[config.mk]
export PLATFORM = sky130hd
export DESIGN_NAME = seq_priority_encoder_flat
export DESIGN_NICKNAME = d
export VERILOG_FILES = /design/src/rtl/seq_priority_encoder_if.sv /design/src/rtl/seq_priority_encoder.sv /design/src/flat_wrapper.sv
export SDC_FILE = /design/constraint.sdc
export NUM_CORES = 1
export LEC_CHECK = 0
export ABC_CLOCK_PERIOD_IN_PS = 2400
export CORE_MARGIN = 10
export CORE_UTILIZATION = 45
export CTS_CLUSTER_SIZE = 16
export DETAILED_ROUTE_END_ITERATION = 6
export HOLD_SLACK_MARGIN = 0.12
export PLACE_DENSITY = 0.7
export SLEW_MARGIN = 0
export SYNTH_ARGS = -nofsm -noshare
export SYNTH_HDL_FRONTEND = slang
export SYNTH_SLANG_ARGS = --single-unit
[constraint.sdc]
create_clock -name clk -period 2.4 [get_ports clk]
set_clock_uncertainty 0.1 [all_clocks]
set_input_delay 0.48 -clock clk [delete_from_list [all_inputs] [get_ports clk]]
set_output_delay 0.48 -clock clk [all_outputs]
set_load 0.1 [all_outputs]
[src/rtl/seq_priority_encoder_if.sv]
// Request-capture and index-report bundle for seq_priority_encoder; master is the encoder side.
// Carries no logic, so it adds no latency.
// Backpressure: out_ready from the consumer stalls idx/out_valid.
interface seq_priority_encoder_if #(
  parameter int N = 8
);
  localparam int W = $clog2(N);

  logic [N-1:0] req_in;
  logic         load;
  logic [W-1:0] idx;
  logic         out_valid;
  logic         out_ready;
  logic         busy;
  logic         done;
  logic         none;

  modport master (
    input  req_in, load, out_ready,
    output idx, out_valid, busy, done, none
  );

  modport slave (
    output req_in, load, out_ready,
    input  idx, out_valid, busy, done, none
  );
endinterface

[src/rtl/seq_priority_encoder.sv]
// Captures an N-bit request vector and reports each set index, MSB first (LSB first with SPE_LSB_PRIORITY_EN).
// Latency: first idx valid the cycle after an accepted load; then one index per handshake cycle.
// Backpressure: out_ready low holds idx/pend/out_valid; load is ignored while busy.
module seq_priority_encoder #(
  parameter int N = 8
) (
  input  logic                  clk,
  input  logic                  rst,
  seq_priority_encoder_if.master bus
);
  localparam int W = $clog2(N);

  typedef enum logic {IDLE, SCAN} state_t;

  state_t       state_q, state_d;
  logic [N-1:0] pend_q, pend_d;
  logic [W-1:0] idx_q, idx_d;
  logic         out_valid_q, out_valid_d;
  logic         done_q, done_d;
  logic         none_q, none_d;
  logic [N-1:0] clr_mask;
  logic [N-1:0] pend_nxt;

  function automatic logic [W-1:0] prio_idx(input logic [N-1:0] v);
    logic [W-1:0] r;
    r = '0;
`ifdef SPE_LSB_PRIORITY_EN
    for (int i = N - 1; i >= 0; i--) begin
      if (v[i]) r = W'(i);
    end
`else
    for (int i = 0; i < N; i++) begin
      if (v[i]) r = W'(i);
    end
`endif
    return r;
  endfunction

  always_comb begin
    clr_mask        = '0;
    clr_mask[idx_q] = 1'b1;
    pend_nxt        = pend_q & ~clr_mask;
  end

  always_comb begin
    state_d     = state_q;
    pend_d      = pend_q;
    idx_d       = idx_q;
    out_valid_d = out_valid_q;
    done_d      = 1'b0;
    none_d      = 1'b0;
    unique case (state_q)
      IDLE: begin
        if (bus.load) begin
          if (bus.req_in != '0) begin
            pend_d      = bus.req_in;
            idx_d       = prio_idx(bus.req_in);
            out_valid_d = 1'b1;
            state_d     = SCAN;
          end else begin
            done_d = 1'b1;
            none_d = 1'b1;
          end
        end
      end
      SCAN: begin
        if (out_valid_q && bus.out_ready) begin
          pend_d = pend_nxt;
          if (pend_nxt != '0) begin
            idx_d = prio_idx(pend_nxt);
          end else begin
            // idx keeps the last reported value once the scan drains.
            out_valid_d = 1'b0;
            done_d      = 1'b1;
            state_d     = IDLE;
          end
        end
      end
      default: state_d = IDLE;
    endcase
  end

  always_ff @(posedge clk) begin
    if (rst) begin
      state_q     <= IDLE;
      pend_q      <= '0;
      idx_q       <= '0;
      out_valid_q <= 1'b0;
      done_q      <= 1'b0;
      none_q      <= 1'b0;
    end else begin
      state_q     <= state_d;
      pend_q      <= pend_d;
      idx_q       <= idx_d;
      out_valid_q <= out_valid_d;
      done_q      <= done_d;
      none_q      <= none_d;
    end
  end

  assign bus.idx       = idx_q;
  assign bus.out_valid = out_valid_q;
  assign bus.busy      = (state_q == SCAN);
  assign bus.done      = done_q;
  assign bus.none      = none_q;
endmodule

[src/flat_wrapper.sv]
// flat-port wrapper written by rule: the top's interface ports become plain ports
module seq_priority_encoder_flat 
#(
  parameter int N = 8
)
  (clk, rst, bus_req_in, bus_load, bus_out_ready, bus_idx, bus_out_valid, bus_busy, bus_done, bus_none);
  seq_priority_encoder_if #(.N(N)) bus_i ();
  input  logic clk;
  input  logic rst;
  input wire logic [$bits(bus_i.req_in)-1:0] bus_req_in;
  input wire logic [$bits(bus_i.load)-1:0] bus_load;
  input wire logic [$bits(bus_i.out_ready)-1:0] bus_out_ready;
  output wire logic [$bits(bus_i.idx)-1:0] bus_idx;
  output wire logic [$bits(bus_i.out_valid)-1:0] bus_out_valid;
  output wire logic [$bits(bus_i.busy)-1:0] bus_busy;
  output wire logic [$bits(bus_i.done)-1:0] bus_done;
  output wire logic [$bits(bus_i.none)-1:0] bus_none;
  assign bus_i.req_in = bus_req_in;
  assign bus_i.load = bus_load;
  assign bus_i.out_ready = bus_out_ready;
  assign bus_idx = bus_i.idx;
  assign bus_out_valid = bus_i.out_valid;
  assign bus_busy = bus_i.busy;
  assign bus_done = bus_i.done;
  assign bus_none = bus_i.none;
  seq_priority_encoder #(.N(N)) u_core (.clk(clk), .rst(rst), .bus(bus_i));
endmodule
# After elaboration in Yosys (flattened, before gate mapping)
# Index checks and enable logic that the tools add are counted.
[word_totals]
regBits = 15
input_bits = 12
out_inout_bits = 7
elab_cells = 64
[classes]
n_lt_le_gt_ge = 2
eq_ne = 5
n_mux = 40
n_bitwise = 3
n_reduce_logical = 8
[op_table]
columns = ["operator", "count"]
rows = [
  ["3-bit two-way mux", 12],
  ["8-bit two-way mux", 3],
  ["8-bit case mux with 2 select lines", 1],
  ["8-bit nonzero test", 2],
  ["1-bit two-way mux", 15],
  ["8-bit bitwise AND", 1],
  ["2-bit two-way mux", 4],
  ["2-bit != test (second input constant)", 4],
  ["8-bit NOT", 1],
  ["4-bit AND reduction", 2],
  ["1-bit case mux with 2 select lines", 3],
  ["3-bit case mux with 2 select lines", 1],
  ["3-bit by 4-bit < comparator with 1-bit output (second input constant)", 1],
  ["1-bit demux with 3-bit select", 1],
  ["3-bit by 1-bit greater-or-equal comparator with 1-bit output (second input constant)", 1],
  ["3-bit AND reduction", 1],
  ["1-bit logical AND", 2],
  ["2-bit by 1-bit != test with 1-bit output (second input constant)", 1],
  ["2-bit OR reduction", 1],
  ["1-bit NOT", 1],
]

# Logic depth before layout (Yosys ltp)
# Gate-level depths: netlist (run 1).
[logic_depth]
depth_word = 16
ltp_mapped = 8
depth_no_buf = 5

# Least setup slack after synthesis (run 1)
# No wires, ideal clock.
[synth_timing]
path_kind = "register -> register"
start = "register u_core.idx_q[0], in the netlist u_core.bus.idx[0]"
end = "register u_core.idx_q[1], in the netlist u_core.bus.idx[1]"
setup_time_ns = 0.121
arrival_time_ns = 2.391
required_time_ns = 2.179
setup_slack_ns = -0.213
stages_incl_launch_ff = 7
n_path_buf = 1
period_less_slack_ns = 2.613
path_cell_list = "dfxtp_1 > buf_6 > mux2_2 > o22a_1 > nor4b_4 > nor2_4 > mux2_4"
[synth_between]
elab_chain_len = 15
elab_cells_between_ends = 19
classes_between = "order compare: 2; eq/ne: 1; mux: 11; bitwise: 2; reduce/logical: 3"
[synth_rtl]
columns = ["element", "line_no", "text"]
rows = [
  ["start: declaration", "seq_priority_encoder.sv:17", "logic [W-1:0] idx_q, idx_d;"],
  ["start signal: assignment", "seq_priority_encoder.sv:94", "idx_q <= idx_d;"],
  ["3-bit by 4-bit < comparator with 1-bit output (implied by the code) or 3-bit by 1-bit greater-or-equal comparator with 1-bit output (tied branches)", "seq_priority_encoder.sv:41", "clr_mask[idx_q] = 1'b1;"],
  ["1-bit logical AND (implied by the code)", "seq_priority_encoder.sv:41", ""],
  ["1-bit two-way mux (implied by the code)", "seq_priority_encoder.sv:41", ""],
  ["1-bit demux with 3-bit select (*)", "n/a", ""],
  ["8-bit NOT (*)", "seq_priority_encoder.sv:42", "pend_nxt = pend_q & ~clr_mask;"],
  ["8-bit bitwise AND (*)", "seq_priority_encoder.sv:42", ""],
  ["2-bit two-way mux (2 in a row)", "seq_priority_encoder.sv:33", "if (v[i]) r = W'(i);"],
  ["3-bit two-way mux (4 in a row)", "seq_priority_encoder.sv:33", ""],
  ["3-bit two-way mux", "seq_priority_encoder.sv:69", "if (pend_nxt != '0) begin"],
  ["3-bit two-way mux", "seq_priority_encoder.sv:67", "if (out_valid_q && bus.out_ready) begin"],
  ["3-bit case mux with 2 select lines", "seq_priority_encoder.sv:52", "unique case (state_q)"],
]
# Every way passes the cells marked *; elsewhere a longest branch is shown, timed or not. The select of a mux whose other input is x is not followed.
# A chain may end at the register's enable or synchronous reset.

# Worst setup path in the final report (run 1)
[layout_timing]
start = "input bus_req_in[7]"
end = "register u_core.idx_q[1], in the netlist u_core.bus.idx[1]"
[layout_between]
elab_chain_len = 4
elab_cells_between_ends = 7
classes_between = "eq/ne: 1; mux: 4; reduce/logical: 2"
[layout_rtl]
columns = ["element", "line_no", "text"]
rows = [
  ["start: declaration", "flat_wrapper.sv:10", "input wire logic [$bits(bus_i.req_in)-1:0] bus_req_in;"],
  ["3-bit two-way mux", "seq_priority_encoder.sv:33", ""],
  ["3-bit two-way mux", "seq_priority_encoder.sv:55", "if (bus.req_in != '0) begin"],
  ["3-bit two-way mux", "seq_priority_encoder.sv:54", "if (bus.load) begin"],
  ["3-bit case mux with 2 select lines", "seq_priority_encoder.sv:52", ""],
]
# Parallel ways exist; a longest one is shown, timed or not. The select of a mux whose other input is x is not followed.

==> results of run 1 <==
-- layout make-up --
| type | count | area, µm² | share of cell area [%] |
|---|---|---|---|
| multi-input cells | 106 | 688 | 51.0 |
| well taps | 28 | 35.0 | 2.60 |
| repair buffers | 31 | 285 | 21.1 |
| inverters | 3 | 11.3 | 0.834 |
| flip-flops and latches | 15 | 304 | 22.5 |
| clock buffers | 4 | 26.3 | 1.95 |
-- cells in the final DEF (no fill, tap or decap), drive strengths merged --
cell and count:
a211oi 5, a21boi 2, a21oi 11, a2bb2oi 1
a31oi 1, and2 2, and3b 1, and4 1
buf 20, clkbuf 4, clkdlybuf4s50 11, dfxtp 15
inv 3, mux2 3, nand2 11, nand2b 6
nand3 3, nand3b 2, nand4 2, nor2 13
nor2b 6, nor3 3, nor4 1, nor4b 2
nor4bb 2, o2111ai 1, o211ai 1, o21a 4
o21ai 12, o21ba 1, o221ai 1, o22a 1
o22ai 2, o31a 2, o32ai 1, or4 2
-- routing by layer --
metal | global-route usage (%) | up-vias | part of all wire (%)
met1 | 16.4 | 493 | 49
li1 | - | 542 | -
met5 | 0 | - | 0
met4 | 5.03 | 0 | 1.0
met3 | 3.86 | 4 | 6.5
met2 | 17.9 | 32 | 44
-- sequential cells by signal, indices dropped and copies added, names as in the netlist --
| name | cells |
|---|---|
| u_core.bus.busy | 1 |
| u_core.bus.done | 1 |
| u_core.bus.idx | 3 |
| u_core.bus.none | 1 |
| u_core.bus.out_valid | 1 |
| u_core.pend_q | 8 |
-- power groups by stage --
stage	clock network (mW)	logic [mW]	registers [mW]
floorplan	0	0.164	0.369
global placement	0	0.297	0.323
detailed placement	0	0.301	0.325
CTS	0.151	0.302	0.318
global route	0.160	0.325	0.326
finish	0.142	0.301	0.320
-- tightest hold or removal path, cell delays in order, from the launching register on --
cell and delay [ns]:
dfxtp_1 0.34, inv_1 0.06, a211oi_1 0.06
-- stage by stage --
stage | instances | hold slack (ns) | power, mW | util, %
after global placement | 183 | 0.376 | 0.619 | 59.3
final | 187 | 0.404 | 0.763 | 60.4
after detailed placement | 183 | 0.400 | 0.626 | 59.3
after global routing | 187 | 0.433 | 0.811 | 60.4
after CTS | 187 | 0.412 | 0.771 | 60.4
after floorplan | 134 | 0.367 | 0.534 | -
-- Yosys cell counts, types with 3 or more instances --
cell       n
a21oi_1   11
inv_1      3
nand3_1    3
clkbuf_1   6
nor2_1    12
nor3_1     3
a211oi_1   5
nand2b_1   6
o21ai_0   11
dfxtp_1   15
o21a_1     4
nand2_1   11
nor2b_1    6
-- kinds of logic after synthesis --
family,share of synthesized area [%]
and+or+nand+nor,32.5
muxes,3.55
AOI/OAI and AO/OA,29.0
buffers and inverters,6.62
DFF,28.4
-- worst max-delay path by stage --
stage | endpoint | slack, ns | depth (start not counted)
floorplan | u_core.bus.idx[1]$_SDFFE_PP0P_ | 0.02 | 5
global placement | u_core.bus.idx[1]$_SDFFE_PP0P_ | 0.04 | 6
detailed placement | u_core.bus.idx[1]$_SDFFE_PP0P_ | 0.004 | 6
CTS | u_core.bus.idx[1]$_SDFFE_PP0P_ | 0.31 | 6
global route | u_core.bus.idx[1]$_SDFFE_PP0P_ | 0.24 | 5
finish | u_core.bus.idx[1]$_SDFFE_PP0P_ | 0.31 | 6
==> impl_metrics.csv, run 1 <==
group,metric,value,unit
status,status,"complete, no violations",
yosys,synth_warnings,0,
drt,via_per_inst,5.73,
place,dpl_cell_area,0.00132,mm²
yosys,ys_seq_area_share,28.4,%
drt,ant_nets,0,
setup_path,worstReg2RegStart,"u_core.bus.idx[0]$_SDFFE_PP0P_",
setup_path,crit_chain,"clkdlybuf4s50_1 -> or4_4 -> o21ai_4 -> and2_4 -> nor2_4 -> mux2_4",
sta,slew_viol_final,0,
floorplan,rows,17,
min_path,min_from,"u_core.bus.out_valid$_SDFFE_PP0P_",
setup_path,cp_slowest_stage_delay,0.56,ns
yosys,async_reset_ff_share,0,%
setup_path,crit_required,2.47,ns
drt,drc,0,
place,io_buffer_count,18,
global_route,grt-ovfl-total,0,
power,seqPwrFrac,42.0,%
cts,cts-root-buf,"clkbuf_4",
sta,layout_min_cycle_time,2.09,ns
setup_path,rr_worst_depth,5,
setup_path,cpMaxStageDelayCell,"or4_4",
sta,tightest_slew,0.434,ns
power,pwr-share-clk,18.6,%
cts,cts_sinks,15,
cts,postCtsSetupRepairBufs,0,
setup_path,crit_family,"simple AND/OR/NAND/NOR gates",
cts,numCtsBuffers,3,
drt,num_vias,1071,
power,peakVddDrop,0.000466,V
floorplan,die_y,68.5,µm
min_path,min_to,"u_core.bus.out_valid$_SDFFE_PP0P_",
drt,drt-wirelength-per-cell,14.8,µm
floorplan,start_util,47.4,%
sta,finalSetupTns,0,ns
layout,drive_above_1_share,22.6,%
drt,drt_iter0_drc,67,
place,dpl.hpwl,2.14,mm
setup_path,start_kind,"input pin",
setup_path,end_kind,"register",
global_route,grt_pass1_wl,4.55,mm
floorplan,pin_count,19,
setup_path,rr_endpoint,"u_core.bus.idx[1]$_SDFFE_PP0P_",
layout,fin_nets,172,
setup_path,crit_buf_inv,1,
yosys,yosys.area.top_type,"dfxtp_1",
global_route,grt_antenna_before_repair,0,
yosys,synth_edf_count,0,
floorplan,die_x,68.5,µm
yosys,yosysTopAreaCellShare,28.4,%
min_path,hp-class,"register to register",
layout,fin_area,0.00135,mm²
floorplan,die_area,0.00469,mm²
yosys,netlist_area,0.00106,mm²
setup_path,cp_data_arrival_time,2.16,ns
min_path,worstHoldPathCells,2,
yosys,synth_area_leaders,"dfxtp_1 28%, a21oi_1 5.2%, o21ai_0 5.2%",
yosys,synthesis.nets,146,
cts,cts_tree,"built",
global_route,first_global_vias,990,
cts,postCtsHoldBufs,0,
power,combPwrFrac,39.4,%
cts,clk_pin_slew_worst_paths,0.08,ns
setup_path,crit_start,"bus_req_in[7]",
cts,cts_buffer_depth,2,
cts,cts_resized,0,
yosys,synth_seq_cells,15,
drt,wirelength,2.78,mm
sta,fin_crit_sh,87.0,%
power,power_density,565,mW/mm²
yosys,synthFlopType,"dfxtp_1",
layout,diodes,0,
yosys,synth_cells,134,
layout,fillers,212,
sta,setup_viol,0,
setup_path,worstPathMaxFanout,3,
global_route,grt_max_degree,21,
yosys,avgSynthCellArea,7.90,µm²
place,gp_congestion,0.872,
power,internal-power,466,µW
job,maxCapViolations,0,
cts,htreeDepth,1,
sta,max_freq,479,MHz
sta,fin_ws,0.312,ns
sta,finalHoldViolCount,0,
power,power.switching,297,µW
sta,slew_headroom,71.0,%
sta,rsz0062_at_grt,"no",
power,switching_share,38.9,%
layout,areaGrowthSynthToFinish,27.5,%
setup_path,critical_path_class,"input pin to register",
setup_path,r2r_slack,0.32,ns
global_route,track_usage,12.3,%
yosys,synth_cell_types,42,
place,pre_cts_ws,0.00431,ns
power,p_leak,0.496,nW
cts,clock_latency,0.28,ns
floorplan,core,0.00223,mm²
drt,dr.pass1.iters,4,
Note: power is estimated with default switching activity, not from simulation.
==> inputs of run 2 (changes only) <==
--- a/config.mk
+++ b/config.mk
@@ -8,7 +8,6 @@
 export ABC_CLOCK_PERIOD_IN_PS = 2400
 export CORE_MARGIN = 10
 export CORE_UTILIZATION = 45
-export CTS_CLUSTER_SIZE = 16
 export DETAILED_ROUTE_END_ITERATION = 6
 export HOLD_SLACK_MARGIN = 0.12
 export PLACE_DENSITY = 0.7
==> results of run 2 <==
Same layout as run 1: the final DEF is identical, and so are final timing and power.
==> inputs of run 3 (changes only) <==
--- a/config.mk
+++ b/config.mk
@@ -5,12 +5,13 @@
 export SDC_FILE = /design/constraint.sdc
 export NUM_CORES = 1
 export LEC_CHECK = 0
-export ABC_CLOCK_PERIOD_IN_PS = 2400
+export ABC_CLOCK_PERIOD_IN_PS = 1900
 export CORE_MARGIN = 10
 export CORE_UTILIZATION = 45
 export DETAILED_ROUTE_END_ITERATION = 6
 export HOLD_SLACK_MARGIN = 0.12
-export PLACE_DENSITY = 0.7
+export PLACE_DENSITY = 0.84
+export SKIP_LAST_GASP = 1
 export SLEW_MARGIN = 0
 export SYNTH_ARGS = -nofsm -noshare
 export SYNTH_HDL_FRONTEND = slang
==> constraint.sdc (replaced) <==
create_clock -name clk -period 1.9 [get_ports clk]
set_clock_uncertainty 0.1 [all_clocks]
set_input_delay 0.38 -clock clk [delete_from_list [all_inputs] [get_ports clk]]
set_output_delay 0.38 -clock clk [all_outputs]
set_load 0.1 [all_outputs]
==> impl_metrics.csv, run 3 (synthesis results as in run 1) <==
group,metric,value,unit
layout,final_common_cell,"buf_4",
setup_path,crit_required,1.98,ns
sta,max_freq,537,MHz
floorplan,die_x,68.5,µm
setup_path,cp_data_arrival_time,1.94,ns
status,status,"complete, no violations",
setup_path,r2r_slack,0.04,ns
floorplan,die_y,68.5,µm
place,dpl_cell_area,0.00150,mm²
cts,cts_tree,"built",
floorplan,core,0.00223,mm²
sta,rsz0062_at_grt,"yes",
setup_path,rr_worst_depth,6,
floorplan,die_area,0.00469,mm²
cts,cts_sinks,15,
cts,htreeDepth,1,
place,dpl.hpwl,2.50,mm
drt,highest_layer,"met4",
power,power_density,679,mW/mm²
layout,largest_register_ffs,8,
layout,final_cell_mix,"26 x buf_4, 12 x nor2_1, 11 x nand2_1, 11 x o21ai_0, 11 x a21oi_1",
place,gp_congestion,0.977,
floorplan,pin_count,19,
job,maxCapViolations,0,
sta,tightest_slew,0.457,ns
drt,ant_nets,0,
min_path,hp-class,"input pin to register",
min_path,worstHoldPathCells,3,
sta,setup_viol,0,
floorplan,rows,17,
drt,drt-wirelength-per-cell,15.8,µm
power,peakVddDrop,0.000728,V
layout,top_register,"u_core.pend_q",
setup_path,end_kind,"register",
floorplan,start_util,47.4,%
setup_path,critical_path_class,"input pin to register",
sta,fin_crit_sh,98.0,%
layout,areaGrowthSynthToFinish,46.6,%
power,p_leak,0.610,nW
drt,drt_iter0_drc,105,
drt,via_per_inst,5.76,
global_route,grt-ovfl-total,0,
global_route,grt_max_degree,17,
drt,wl_met2,1.55,mm
place,io_buffer_count,18,
drt,dr_wl_met3,226,µm
layout,final_cells,201,
cts,numCtsBuffers,3,
cts,postCtsHoldBufs,0,
global_route,grt_antenna_before_repair,0,
drt,wirelength,3.17,mm
cts,cts_buffer_depth,2,
layout,fin_area,0.00155,mm²
drt,num_vias,1157,
setup_path,start_kind,"input pin",
layout,fillers,189,
setup_path,worstPathMaxFanout,3,
cts,clk_pin_slew_worst_paths,0.08,ns
drt,dr.pass1.iters,5,
cts,cts-root-buf,"clkbuf_4",
sta,slew_headroom,69.3,%
sta,finalHoldViolCount,0,
layout,fin_nets,186,
layout,drive_above_1_share,31.2,%
cts,clock_latency,0.29,ns
sta,layout_min_cycle_time,1.86,ns
drt,drc,0,
sta,slew_viol_final,0,
drt,met1_length,1.34,mm
place,dp_cells,193,
global_route,grt_pass1_wl,5.39,mm
global_route,track_usage,14.5,%
layout,diodes,0,
global_route,first_global_vias,1181,
## run 3: final timing paths
| path | to | startpoint |
|---|---|---|
| setup / recovery | u_core.bus.idx[0]$_SDFFE_PP0P_ | bus_load |
| hold / removal | u_core.pend_q[1]$_SDFFE_PP0P_ | bus_req_in[1] |
| setup reg to reg | u_core.bus.idx[1]$_SDFFE_PP0P_ | u_core.bus.idx[1]$_SDFFE_PP0P_ |
| hold reg to reg | u_core.bus.out_valid$_SDFFE_PP0P_ | u_core.bus.out_valid$_SDFFE_PP0P_ |
## run 3: power breakdown
group	switching (mW)	internal [mW]
sequential	0.0460	0.343
combinational	0.260	0.224
clock	0.0997	0.0818
## run 3: area by class of cell
type | instances | area [µm²] | share of cell area, %
repair buffers | 45 | 445 | 28.7
flip-flops and latches | 15 | 314 | 20.2
well taps | 28 | 35.0 | 2.26
multi-input cells | 106 | 719 | 46.4
inverters | 3 | 11.3 | 0.726
clock buffers | 4 | 26.3 | 1.69
## run 3: through the flow
stage / setup WS (ns) / utilization (%) / setup TNS, ns / total power [mW] / hold slack, ns
4_1_cts: 0.0135 / 68.5 / 0 / 1.04 / 0.410
2_1_floorplan: -0.171 / - / -0.218 / 0.689 / 0.367
6_report: 0.0381 / 69.5 / 0 / 1.05 / 0.300
5_1_grt: -0.0182 / 69.5 / -0.0266 / 1.11 / 0.327
3_3_place_gp: -0.352 / 67.0 / -3.26 / 0.849 / 0.376
3_5_place_dp: -0.390 / 67.0 / -3.91 / 0.866 / 0.396
## run 3: repair_timing
item	4_1_cts	5_1_grt
resized for setup	7	2
setup buffers	1	3
pin swaps	5	2
hold endpoints to repair	0	0
endpoints found under the setup margin	8	11
## run 3: routing by layer
layer / global-route usage, % / vias to the layer above
met1: 17.5 / 542
met2: 24.2 / 38
li1: - / 571
met4: 5.03 / 0
met3: 4.03 / 6
met5: 0 / -
## run 3: worst max-delay path, cell delays in order
cell             delay [ns]
clkdlybuf4s50_1        0.46
nor2b_1                0.28
o21ai_4                0.09
and2_4                 0.18
buf_4                  0.13
o21ba_2                0.19
a211oi_1               0.23
